File: config.mk
export PLATFORM = sky130hd
export DESIGN_NAME = load_store_unit_flat
export DESIGN_NICKNAME = d
export VERILOG_FILES = /design/src/rtl/load_store_unit_if.sv /design/src/rtl/load_store_unit.sv /design/src/flat_wrapper.sv
export SDC_FILE = /design/constraint.sdc
export NUM_CORES = 1
export LEC_CHECK = 0
export ABC_CLOCK_PERIOD_IN_PS = 2950
export CORE_MARGIN = 2
export CORE_UTILIZATION = 50
export CTS_CLUSTER_SIZE = 16
export DETAILED_ROUTE_END_ITERATION = 8
export DONT_BUFFER_PORTS = 1
export GPL_ROUTABILITY_DRIVEN = 0
export HOLD_SLACK_MARGIN = 0.15
export PLACE_DENSITY = 0.7
export SLEW_MARGIN = 5
export SYNTH_ARGS = -nofsm -noshare
export SYNTH_HDL_FRONTEND = slang
export SYNTH_SLANG_ARGS = --single-unit
File: constraint.sdc
create_clock -name clk -period 2.95 [get_ports clk]
set_input_delay 0.885 -clock clk [delete_from_list [all_inputs] [get_ports clk]]
set_output_delay 0.885 -clock clk [all_outputs]
set_load 0.01 [all_outputs]
File: src/rtl/load_store_unit_if.sv
`default_nettype none
// ----------------------------------------------------------------------------
// lsu_if : pipeline request/response and data-RAM bus of the load/store unit
// Rev 1.0
// ----------------------------------------------------------------------------
interface lsu_if #(
  parameter int ADDR_W = 12
);
  logic              req_valid;
  logic              req_ready;
  logic              req_we;
  logic [2:0]        req_funct3;
  logic [31:0]       req_addr;
  logic [31:0]       req_wdata;
  logic              resp_valid;
  logic [31:0]       resp_rdata;
  logic              resp_err;
  logic [ADDR_W-1:0] data_memory_address;
  logic [31:0]       data_memory_data_in;
  logic              store;
  logic              load;
  logic [31:0]       data_memory_data_out;

  // Environment side: pipeline requester plus RAM read data.
  modport master (
    output req_valid, req_we, req_funct3, req_addr, req_wdata, data_memory_data_out,
    input  req_ready, resp_valid, resp_rdata, resp_err,
           data_memory_address, data_memory_data_in, store, load
  );

  modport slave (
    input  req_valid, req_we, req_funct3, req_addr, req_wdata, data_memory_data_out,
    output req_ready, resp_valid, resp_rdata, resp_err,
           data_memory_address, data_memory_data_in, store, load
  );
endinterface
`default_nettype wire

File: src/rtl/load_store_unit.sv
`default_nettype none
// ----------------------------------------------------------------------------
// load_store_unit : RV32I byte/half/word load-store sequencer for a word RAM
// Optional macro LSU_RMW_EN enables SB/SH via read-modify-write.   Rev 1.0
// ----------------------------------------------------------------------------
module load_store_unit #(
  parameter int ADDR_W = 12
) (
  input  wire logic clk,
  input  wire logic rst_n,
  lsu_if.slave      bus
);

  typedef enum logic [2:0] {
    S_IDLE     = 3'd0,
    S_RD_ISSUE = 3'd1,
    S_RD_DATA  = 3'd2,
    S_WR_ISSUE = 3'd3,
    S_DONE     = 3'd4
  } state_t;

  state_t            r_state;
  logic [2:0]        r_funct3;
  logic [1:0]        r_lane;
  logic [ADDR_W-1:0] r_addr;
  logic [31:0]       r_data_in;
  logic              r_load;
  logic              r_store;
  logic              r_resp_valid;
  logic              r_resp_err;
  logic [31:0]       r_resp_rdata;
`ifdef LSU_RMW_EN
  logic              r_we;
  logic [15:0]       r_wdata;
`endif

  logic [2:0]  w_f3;
  logic [1:0]  w_lo;
  logic        w_misalign;
  logic        w_illegal_load;
  logic        w_illegal_store;
  logic        w_err;
  logic        w_unused_addr_hi;
  logic [31:0] w_rd;
  logic [7:0]  w_byte;
  logic [15:0] w_half;
  logic [31:0] w_ext;

  assign w_f3 = bus.req_funct3;
  assign w_lo = bus.req_addr[1:0];
  // Upper byte-address bits fall outside the RAM and simply wrap.
  assign w_unused_addr_hi = ^bus.req_addr[31:ADDR_W+2];

  assign w_misalign     = ((w_f3[1:0] == 2'b01) && w_lo[0]) ||
                          ((w_f3[1:0] == 2'b10) && (w_lo != 2'b00));
  assign w_illegal_load = (w_f3 == 3'b011) || (w_f3[2:1] == 2'b11);
`ifdef LSU_RMW_EN
  assign w_illegal_store = (w_f3 >= 3'b011);
`else
  assign w_illegal_store = (w_f3 != 3'b010);
`endif
  assign w_err = w_misalign || (bus.req_we ? w_illegal_store : w_illegal_load);

  assign w_rd   = bus.data_memory_data_out;
  assign w_half = r_lane[1] ? w_rd[31:16] : w_rd[15:0];

  always_comb begin
    w_byte = w_rd[7:0];
    case (r_lane)
      2'd1:    w_byte = w_rd[15:8];
      2'd2:    w_byte = w_rd[23:16];
      2'd3:    w_byte = w_rd[31:24];
      default: w_byte = w_rd[7:0];
    endcase
  end

  always_comb begin
    w_ext = w_rd;
    case (r_funct3)
      3'b000:  w_ext = {{24{w_byte[7]}}, w_byte};
      3'b001:  w_ext = {{16{w_half[15]}}, w_half};
      3'b100:  w_ext = {24'd0, w_byte};
      3'b101:  w_ext = {16'd0, w_half};
      default: w_ext = w_rd;
    endcase
  end

`ifdef LSU_RMW_EN
  logic [31:0] w_merged;

  always_comb begin
    w_merged = w_rd;
    if (r_funct3[0] == 1'b0)
      w_merged[{r_lane, 3'b000} +: 8] = r_wdata[7:0];
    else
      w_merged[{r_lane[1], 4'b0000} +: 16] = r_wdata;
  end
`endif

  always_ff @(posedge clk or negedge rst_n) begin
    if (!rst_n) begin
      r_state      <= S_IDLE;
      r_funct3     <= 3'd0;
      r_lane       <= 2'd0;
      r_addr       <= '0;
      r_data_in    <= 32'd0;
      r_load       <= 1'b0;
      r_store      <= 1'b0;
      r_resp_valid <= 1'b0;
      r_resp_err   <= 1'b0;
      r_resp_rdata <= 32'd0;
`ifdef LSU_RMW_EN
      r_we         <= 1'b0;
      r_wdata      <= 16'd0;
`endif
    end else begin
      r_load       <= 1'b0;
      r_store      <= 1'b0;
      r_resp_valid <= 1'b0;
      case (r_state)
        S_IDLE: begin
          if (bus.req_valid) begin
            r_funct3 <= w_f3;
            r_lane   <= w_lo;
            r_addr   <= bus.req_addr[ADDR_W+1:2];
`ifdef LSU_RMW_EN
            r_we     <= bus.req_we;
            r_wdata  <= bus.req_wdata[15:0];
`endif
            if (w_err) begin
              r_resp_valid <= 1'b1;
              r_resp_err   <= 1'b1;
              r_resp_rdata <= 32'd0;
              r_state      <= S_DONE;
            end else if (bus.req_we && (w_f3 == 3'b010)) begin
              r_data_in <= bus.req_wdata;
              r_store   <= 1'b1;
              r_state   <= S_WR_ISSUE;
            end else begin
              // Loads and sub-word stores both start with a RAM read.
              r_load  <= 1'b1;
              r_state <= S_RD_ISSUE;
            end
          end
        end
        S_RD_ISSUE: r_state <= S_RD_DATA;
        S_RD_DATA: begin
`ifdef LSU_RMW_EN
          if (r_we) begin
            r_data_in <= w_merged;
            r_store   <= 1'b1;
            r_state   <= S_WR_ISSUE;
          end else
`endif
          begin
            r_resp_valid <= 1'b1;
            r_resp_err   <= 1'b0;
            r_resp_rdata <= w_ext;
            r_state      <= S_DONE;
          end
        end
        S_WR_ISSUE: begin
          r_resp_valid <= 1'b1;
          r_resp_err   <= 1'b0;
          r_resp_rdata <= 32'd0;
          r_state      <= S_DONE;
        end
        S_DONE:  r_state <= S_IDLE;
        default: r_state <= S_IDLE;
      endcase
    end
  end

  assign bus.req_ready           = (r_state == S_IDLE);
  assign bus.resp_valid          = r_resp_valid;
  assign bus.resp_err            = r_resp_err;
  assign bus.resp_rdata          = r_resp_rdata;
  assign bus.data_memory_address = r_addr;
  assign bus.data_memory_data_in = r_data_in;
  assign bus.store               = r_store;
  assign bus.load                = r_load;

endmodule
`default_nettype wire

File: src/flat_wrapper.sv
// flat-port wrapper written by rule: the top's interface ports become plain ports
module load_store_unit_flat 
#(
  parameter int ADDR_W = 12
)
  (clk, rst_n, bus_req_valid, bus_req_we, bus_req_funct3, bus_req_addr, bus_req_wdata, bus_data_memory_data_out, bus_req_ready, bus_resp_valid, bus_resp_rdata, bus_resp_err, bus_data_memory_address, bus_data_memory_data_in, bus_store, bus_load);
  lsu_if #(.ADDR_W(ADDR_W)) bus_i ();
  input  wire logic clk;
  input  wire logic rst_n;
  input wire logic [$bits(bus_i.req_valid)-1:0] bus_req_valid;
  input wire logic [$bits(bus_i.req_we)-1:0] bus_req_we;
  input wire logic [$bits(bus_i.req_funct3)-1:0] bus_req_funct3;
  input wire logic [$bits(bus_i.req_addr)-1:0] bus_req_addr;
  input wire logic [$bits(bus_i.req_wdata)-1:0] bus_req_wdata;
  input wire logic [$bits(bus_i.data_memory_data_out)-1:0] bus_data_memory_data_out;
  output wire logic [$bits(bus_i.req_ready)-1:0] bus_req_ready;
  output wire logic [$bits(bus_i.resp_valid)-1:0] bus_resp_valid;
  output wire logic [$bits(bus_i.resp_rdata)-1:0] bus_resp_rdata;
  output wire logic [$bits(bus_i.resp_err)-1:0] bus_resp_err;
  output wire logic [$bits(bus_i.data_memory_address)-1:0] bus_data_memory_address;
  output wire logic [$bits(bus_i.data_memory_data_in)-1:0] bus_data_memory_data_in;
  output wire logic [$bits(bus_i.store)-1:0] bus_store;
  output wire logic [$bits(bus_i.load)-1:0] bus_load;
  assign bus_i.req_valid = bus_req_valid;
  assign bus_i.req_we = bus_req_we;
  assign bus_i.req_funct3 = bus_req_funct3;
  assign bus_i.req_addr = bus_req_addr;
  assign bus_i.req_wdata = bus_req_wdata;
  assign bus_i.data_memory_data_out = bus_data_memory_data_out;
  assign bus_req_ready = bus_i.req_ready;
  assign bus_resp_valid = bus_i.resp_valid;
  assign bus_resp_rdata = bus_i.resp_rdata;
  assign bus_resp_err = bus_i.resp_err;
  assign bus_data_memory_address = bus_i.data_memory_address;
  assign bus_data_memory_data_in = bus_i.data_memory_data_in;
  assign bus_store = bus_i.store;
  assign bus_load = bus_i.load;
  load_store_unit #(.ADDR_W(ADDR_W)) u_core (.clk(clk), .rst_n(rst_n), .bus(bus_i));
endmodule
* Word level (Yosys, flattened, before mapping)
Index checks and enable logic that the tools add are counted.
** Cells by class
- Eq/ne operators :: 17
- Mux-type cells :: 25
- Bitwise operators :: 1
- Reductions and logical operators :: 16
** Operators with widths (number)
- 32-bit one-hot mux with 4 select lines :: 1
- 32-bit one-hot mux with 3 select lines :: 1
- 32-bit two-way mux :: 2
- 8-bit one-hot mux with 3 select lines :: 1
- 16-bit two-way mux :: 1
- 1-bit two-way mux :: 13
- 3-bit by 2-bit equality test with 1-bit output (second input constant) :: 4
- 3-bit one-hot mux with 3 select lines :: 1
- 2-bit equality test (second input constant) :: 4
- 3-bit by 1-bit equality test with 1-bit output (second input constant) :: 2
- 3-bit equality test (second input constant) :: 2
- 3-bit logical NOT :: 2
- 3-bit two-way mux :: 2
- 3-bit AND reduction :: 2
- 2-bit by 1-bit equality test with 1-bit output (second input constant) :: 2
- 1-bit one-hot mux with 2 select lines :: 2
- 4-bit AND reduction :: 1
- 2-bit nonzero test :: 2
- 1-bit logical AND :: 3
- 1-bit logical OR :: 3
- 3-bit by 2-bit inequality test with 1-bit output (second input constant) :: 1
- 3-bit nonzero test :: 1
- 2-bit two-way mux :: 1
- 2-bit by 1-bit inequality test with 1-bit output (second input constant) :: 1
- other kinds (4) :: 4
** Storage, ports and cells
- Bits in registers :: 88
- Output and inout port bits :: 81

* Logic depth before layout (Yosys ltp)
- Depth after elaboration :: 7
- Gate-level depth with buffers :: 6
- Gate-level depth less buffers :: 4

* Worst setup path before layout
OpenSTA, ideal clock, no wires.
- Path kind :: in2reg
- From :: in bus_data_memory_data_out[31]
- To :: reg u_core.r_resp_rdata[16], in the netlist u_core.bus.resp_rdata[16]
- Arrival :: 2.011 ns
- Required time :: 2.824 ns
- Path slack :: 0.813 ns
- Stages on the path :: 5
- Cells stage by stage :: mux4_2 > nor2_1 > nor4_4 > buf_6 > a221o_1
** On the way
- Word-level cells in the longest chain between the ends :: 3
- Elaborated cells between the ends (all ways) :: 4
- Those cells by class :: mux (4)
** Ends and longest elaborated chain
- start: declaration :: RTL line flat_wrapper.sv:15 : input wire logic [$bits(bus_i.data_memory_data_out)-1:0] bus_data_memory_data_out;
- 8-bit one-hot mux with 3 select lines or 16-bit two-way mux (tied branches) :: RTL line load_store_unit.sv:69, load_store_unit.sv:65
- 32-bit one-hot mux with 4 select lines (*) :: RTL line load_store_unit.sv:79 : case (r_funct3)
- 32-bit one-hot mux with 3 select lines (*) :: RTL line load_store_unit.sv:120 : case (r_state)
- end signal: assignment :: RTL line load_store_unit.sv:158 : r_resp_rdata <= w_ext;
- end: declaration :: RTL line load_store_unit.sv:31 : logic [31:0] r_resp_rdata;
Every way passes the cells marked *; elsewhere a longest branch is shown, timed or not.
A chain may end at the register's enable or synchronous reset.

* Worst setup path after layout
- From :: reg u_core.r_lane[1]
- To :: reg u_core.r_resp_rdata[23], in the netlist u_core.bus.resp_rdata[23]
** On the way
- Word-level cells in the longest chain between the ends :: 4
- Elaborated cells between the ends (all ways) :: 7
- Those cells by class :: eq/ne (3); mux (4)
** Ends and longest elaborated chain
- start: declaration :: RTL line load_store_unit.sv:24 : logic [1:0] r_lane;
- start signal: assignment :: RTL line load_store_unit.sv:124 : r_lane <= w_lo;
- 2-bit equality test or 2-bit by 1-bit equality test with 1-bit output (tied branches) :: RTL line load_store_unit.sv:69 : case (r_lane)
- 8-bit one-hot mux with 3 select lines :: RTL line load_store_unit.sv:69
- 32-bit one-hot mux with 4 select lines (*) :: RTL line load_store_unit.sv:79
- 32-bit one-hot mux with 3 select lines (*) :: RTL line load_store_unit.sv:120
Marks and branches as above.

==> results_dict.tcl <==
set metrics [dict create \
    diodes 0 \
    cts_made_buffers 9 \
    dr.first_iter.drc_count 110 \
    r2r_setup_slack_ns 0.74 \
    critical-path-max-stage-delay_ns 0.72 \
    min_period_ns 2.21 \
    totalWireLength_mm 8.28 \
    slew_viol_final 0 \
    cp.required_ns 3.22 \
    min_path_type "input pin to asynchronous set/reset pin" \
    relSlewSlack 0.484 \
    firstDrtPassIters 4 \
    ys.flop_type "dfrtp_1" \
    synth-seq-cells 88 \
    worst_pin_slew_ns 0.769 \
    top_usage_layer "met2" \
    worstPathArrival_ns 2.48 \
    grt_pass1_vias 2517 \
    seq_area_frac_synth 0.593 \
    post_cts_resized 0 \
    vdd_ir_drop_max_uv 341 \
    outcome "finished, final reports clean" \
    syn_nets 408 \
    use_met1 0.253 \
    avgRoutedWirePerCell_um 20.4 \
    post_cts_buffers 0 \
    start_util 0.515 \
    num_io_pins 184 \
    synth.avg_cell_area_um2 12.2 \
    rsz0062_at_grt "no" \
    h-tree-depth 3 \
    setup_viol 0 \
    num_rows 31 \
    clock_path_buffers 2 \
    netlist_instances 305 \
    fill_cells 638 \
    netlist_area_um2 3710 \
    max_freq_mhz 453 \
    die_x_um 90.2 \
    io_buffers 0 \
    grt_pass1_wl_mm 13.5 \
    cts_tree "done" \
    die_y_um 90.2 \
    async_reset_ff_frac 1.00 \
    cpLargestDelayFamily "simple AND/OR/NAND/NOR gates" \
    setup_tns_ns 0 \
    clk_latency_ns 0.33 \
    met3_usage 0.0914 \
    fin_nets 406 \
    maxCapViolCount 0 \
    clk_transition_reported_paths_ns 0.09 \
    areaGrowthSynthToFinish_pct 8.32 \
    vias_per_cell 5.91 \
    synth_cell_types 38 \
    hold_ws_ns 0.235 \
    power_density_nw_per_um2 736 \
    clock_skew_ns 0.00944 \
    cp_slowest_cell "dfrtp_1" \
    grt.total_usage 0.209 \
    finalInstanceArea_um2 4020 \
    ys.warnings.count 0 \
    hold_viol_final 0 \
    ctsHoldBuffers 0 \
    start_kind "flip-flop" \
    crit_chain "mux4_2 -> nor2_1 -> nor4_4 -> a221o_1" \
    end_kind "flip-flop" \
    vias 2405 \
    path_max_fanout 16 \
    grt_max_degree 89 \
    p_leak_nw 1.91 \
    place_area_um2 3790 \
    post-route-period-util 0.748 \
    cp_num_buf_inv 0 \
    root_buffer "clkbuf_8" \
    synth_edf_count 0 \
    fp.coreArea_um2 7210 \
    hpwl_mm 5.95 \
    postRouteAntennaNets 0 \
    clock_sinks 88 \
    die_area_um2 8140 \
    drc_errors 0 \
    layout-drive-gt1-share 0.201 \
    overflow 0 \
    antenna_found_initial 0 \
    path_class "flip-flop to flip-flop" \
    met2_usage 0.338 \
]
[cell families (layout without fill, tap and decap cells)]
logic type,Yosys count,after routing,share of synthesized area
flip-flops,88,88,0.593
AO/OA/AOI/OAI,77,77,0.153
AND/OR/NAND/NOR,74,74,0.0980
multiplexers,40,40,0.125
buffers and inverters,26,29,0.0310
[metrics by stage]
step / cells / util / setup slack [ns] / power, mW
2_1_floorplan: 305 / - / 0.813 / 1.95
5_1_grt: 407 / 0.558 / 0.580 / 3.12
4_1_cts: 407 / 0.558 / 0.745 / 3.00
6_report: 407 / 0.558 / 0.743 / 2.96
3_3_place_gp: 391 / 0.526 / 0.709 / 2.04
3_5_place_dp: 391 / 0.526 / 0.677 / 2.06
[path summary, 6_finish.rpt]
kind,start,endpoint,cells after the start
worst max-delay path,u_core.r_lane[1],u_core.bus.resp_rdata[23],4
worst min-delay path,rst_n,u_core.bus.resp_rdata[21],0
worst max register to register,u_core.r_lane[1],u_core.bus.resp_rdata[23],4
worst min register to register,u_core.r_state[2],u_core.r_state[1],1
max in group asynchronous,rst_n,u_core.bus.data_memory_data_in[11],0
min in group clk,u_core.r_state[2],u_core.r_state[1],1
[placed cells by master, fill, tap and decap left out, types with 2 or more instances in the layout]
cell type  Yosys  routed
a211oi_1       3       3
a21oi_1       16      16
a221o_1       16      16
buf_4          0       5
bufinv_16      0       2
clkbuf_8       0      10
clkinv_4       0       2
dfrtp_1       88      88
inv_1          7       7
mux2_2        32      32
mux2i_1        6       6
mux4_2         2       2
nand2_1       46      46
nand2b_1       4       4
nand4_1        6       6
nor2_1         4       4
nor3_1         3       3
nor3b_1        2       2
o21ai_0       18      18
o22ai_1        2       2
o2bb2ai_1     15      15
[Yosys cell counts, types with 2 or more instances]
cell,number,area share
inv_1,7,0.0071
nor3_1,3,0.0040
clkbuf_1,7,0.0071
mux2i_1,6,0.016
o2bb2ai_1,15,0.035
nor3b_1,2,0.0040
mux2_2,32,0.097
nand4_1,6,0.010
a211oi_1,3,0.0061
dfrtp_1,88,0.59
nand2_1,46,0.046
nor2_1,4,0.0040
o22ai_1,2,0.0034
o21ai_0,18,0.024
nand2b_1,4,0.0067
buf_2,8,0.011
mux4_2,2,0.012
a21oi_1,16,0.022
buf_1,2,0.0020
a221o_1,16,0.043
[power breakdown]
group          internal (mW)  leakage (nW)  switching [mW]  total (mW)
registers               1.38          1.17           0.256        1.63
clock network          0.505         0.117           0.418       0.923
logic                  0.193         0.624           0.211       0.404
total                   2.08          1.91           0.885        2.96
[state kept, by name (all words and copies together) (netlist names)]
name	flops
u_core.bus.resp_rdata	32
u_core.r_lane	2
u_core.bus.resp_err	1
u_core.bus.data_memory_data_in	32
u_core.bus.data_memory_address	12
u_core.r_state	3
u_core.bus.resp_valid	1
u_core.r_funct3	3
u_core.bus.load	1
u_core.bus.store	1
[metal layers]
metal / vias to the layer above / routed length [um]
met5: - / 0
met4: 0 / 125
met3: 8 / 811
met2: 118 / 4100
met1: 1176 / 3250
li1: 1103 / -
[layout make-up]
| class | instances | area [um2] | area share |
|---|---|---|---|
| tap | 99 | 124 | 0.0308 |
| timing repair buffer | 5 | 37.5 | 0.00933 |
| clock buffer | 10 | 138 | 0.0342 |
| inverter | 8 | 30.0 | 0.00746 |
| multi-input combinational | 191 | 1400 | 0.348 |
| sequential | 88 | 2200 | 0.547 |
| clock inverter | 6 | 91.3 | 0.0227 |
No activity file was read; power rests on OpenSTA's default activity.
==> RTL change: new RTL, config.mk and constraints unchanged <==
`ADDR_W` is set to 12 in 3 places; all go to 13.
--- a/src/rtl/load_store_unit_if.sv
+++ b/src/rtl/load_store_unit_if.sv
@@ -6,3 +6,3 @@
 interface lsu_if #(
-  parameter int ADDR_W = 12
+  parameter int ADDR_W = 13
 );
--- a/src/rtl/load_store_unit.sv
+++ b/src/rtl/load_store_unit.sv
@@ -6,3 +6,3 @@
 module load_store_unit #(
-  parameter int ADDR_W = 12
+  parameter int ADDR_W = 13
 ) (
--- a/src/flat_wrapper.sv
+++ b/src/flat_wrapper.sv
@@ -3,3 +3,3 @@
 #(
-  parameter int ADDR_W = 12
+  parameter int ADDR_W = 13
 )
Ports: changed (resized bus_data_memory_address); port bits go from 184 to 185. No check against the original RTL was run, so the function may have changed too.
==> RTL change against the unedited design <==
- synthesized cell count is 1.3% higher
- wire length is 1.9% lower
- sequential cell count is 1 higher
- die area is 0.97% higher
- worst setup slack better by 0.0098 ns
- clock skew is 0.0034 ns higher
- count of clock-buffer cells in the layout stayed put
- area after synthesis is 1.0% higher
- clock power is 11% lower
- cell area hardly changed
- total power is 2.9% lower
- critical path type unchanged
- critical endpoint is now u_core.bus.resp_rdata[24]
- largest cell class unchanged
==> RTL change: results (changes against the unedited design) <==
* Synth top area share at 0.594 (+0.000739)
* Vias in the first global route at 2,621 (+4.1%)
* All-Layer GR Usage at 0.203 (-0.00605)
* Antenna violations before repair at 0 (unchanged)
* Final Hold Slack at 0.220 ns (-0.0156 ns)
* Mean Syn Cell Area at 12.1 sq um (-0.30%)
* Worst Path Arrival at 2.48 ns (about the same)
* Power density over the cells at 714 mW/mm^2 (-2.9%)
* Drt via density at 5.93 (+0.43%)
* Layout cells sized above 1 at 0.196 (-0.00579)
* Clock root buffer: clkbuf_8
* Synth top area cells: dfrtp_1 (59%), mux2_2 (9.6%), nand2_1 (4.9%)
* Drt first-iter violations at 90 (-18%)
* Synthesized area at 0.00375 sq mm (+1.0%)
* Multi-input combinational area share at 0.351 (+0.00247)
* GR Util met2 at 0.325 (-0.0137)
* Storage cell area at 0.00223 sq mm (+1.1%)
* VDD IR max at 352 uV (+3.2%)
* NonClk Buf Share at 0.00932 (about the same)
* Setup WS pre-CTS at 0.681 ns (+0.00399 ns)
* #MultiIn Comb at 194 (+1.6%)
* Routing usage on met1 at 0.237 (-0.0159)
* Hold Path Class: in2async
* Dpl hpwl at 5.82 mm (-2.1%)
* Placed Area at 0.00383 sq mm (+0.96%)
* Cell Count, Final, Fillers Out at 411 (+0.98%)
* Clk_skew at 0.0129 ns (+0.00341 ns)
* Layout clock area frac at 0.0488 (-0.00813)
* Worst slew pin tran at 0.782 ns (+0.0137 ns)
* M1 WL at 3.17 mm (-2.6%)
* Worst-skew pair later-pin latency at 0.35 ns (+0.02 ns)
* Metal3 WL at 918 um (+13%)
* Sink Count at 89 (+1.1%)
* Yosys warns at 0 (unchanged)
* Commonest cells in the netlist: dfrtp_1 (89), nand2_1 (49), mux2_2 (32)
* Leakage Power at 1.91 nW (about the same)
* # fillers at 622 (-2.5%)
* Status: complete, no violations
* Fmax at 455 MHz (+0.45%)
* H-tree lvl count at 3 (unchanged)
* Sequential fraction of the synthesis area at 0.594 (+0.000739)
* Met2 wire length at 3.87 mm (-5.4%)
* Met3 Track Usage GR at 0.0918 (+0.000453)
* Placed Instances at 395 (+1.0%)
* Total length of routed wires at 8.12 mm (-1.9%)
* Global-route wire length before repair at 13.3 mm (-1.7%)
RTL change: changes by cell type after synthesis, sizes merged:
cell / unedited run / this run
dfrtp: 88 / 89
nand2: 46 / 49
RTL change: power by group:
group | total [mW] | switching (mW) | internal, mW
clock | 0.821 | 0.426 | 0.395
sequential | 1.65 | 0.257 | 1.39
combinational | 0.405 | 0.210 | 0.194
RTL change: cells by family after synthesis:
group                  synth area share
AO/OA/AOI/OAI                     0.151
AND/OR/NAND/NOR                   0.100
flip-flops                        0.594
buffers and inverters            0.0310
multiplexers                      0.124
RTL change: final timing paths:
kind | startpoint | endpoint
min | rst_n | u_core.bus.resp_rdata[22]
max | u_core.r_lane[1] | u_core.bus.resp_rdata[24]
max reg2reg | u_core.r_lane[1] | u_core.bus.resp_rdata[24]
min in group clk | u_core.r_state[2] | u_core.r_state[1]
max in group asynchronous | rst_n | u_core.r_state[2]
min reg2reg | u_core.r_state[2] | u_core.r_state[1]
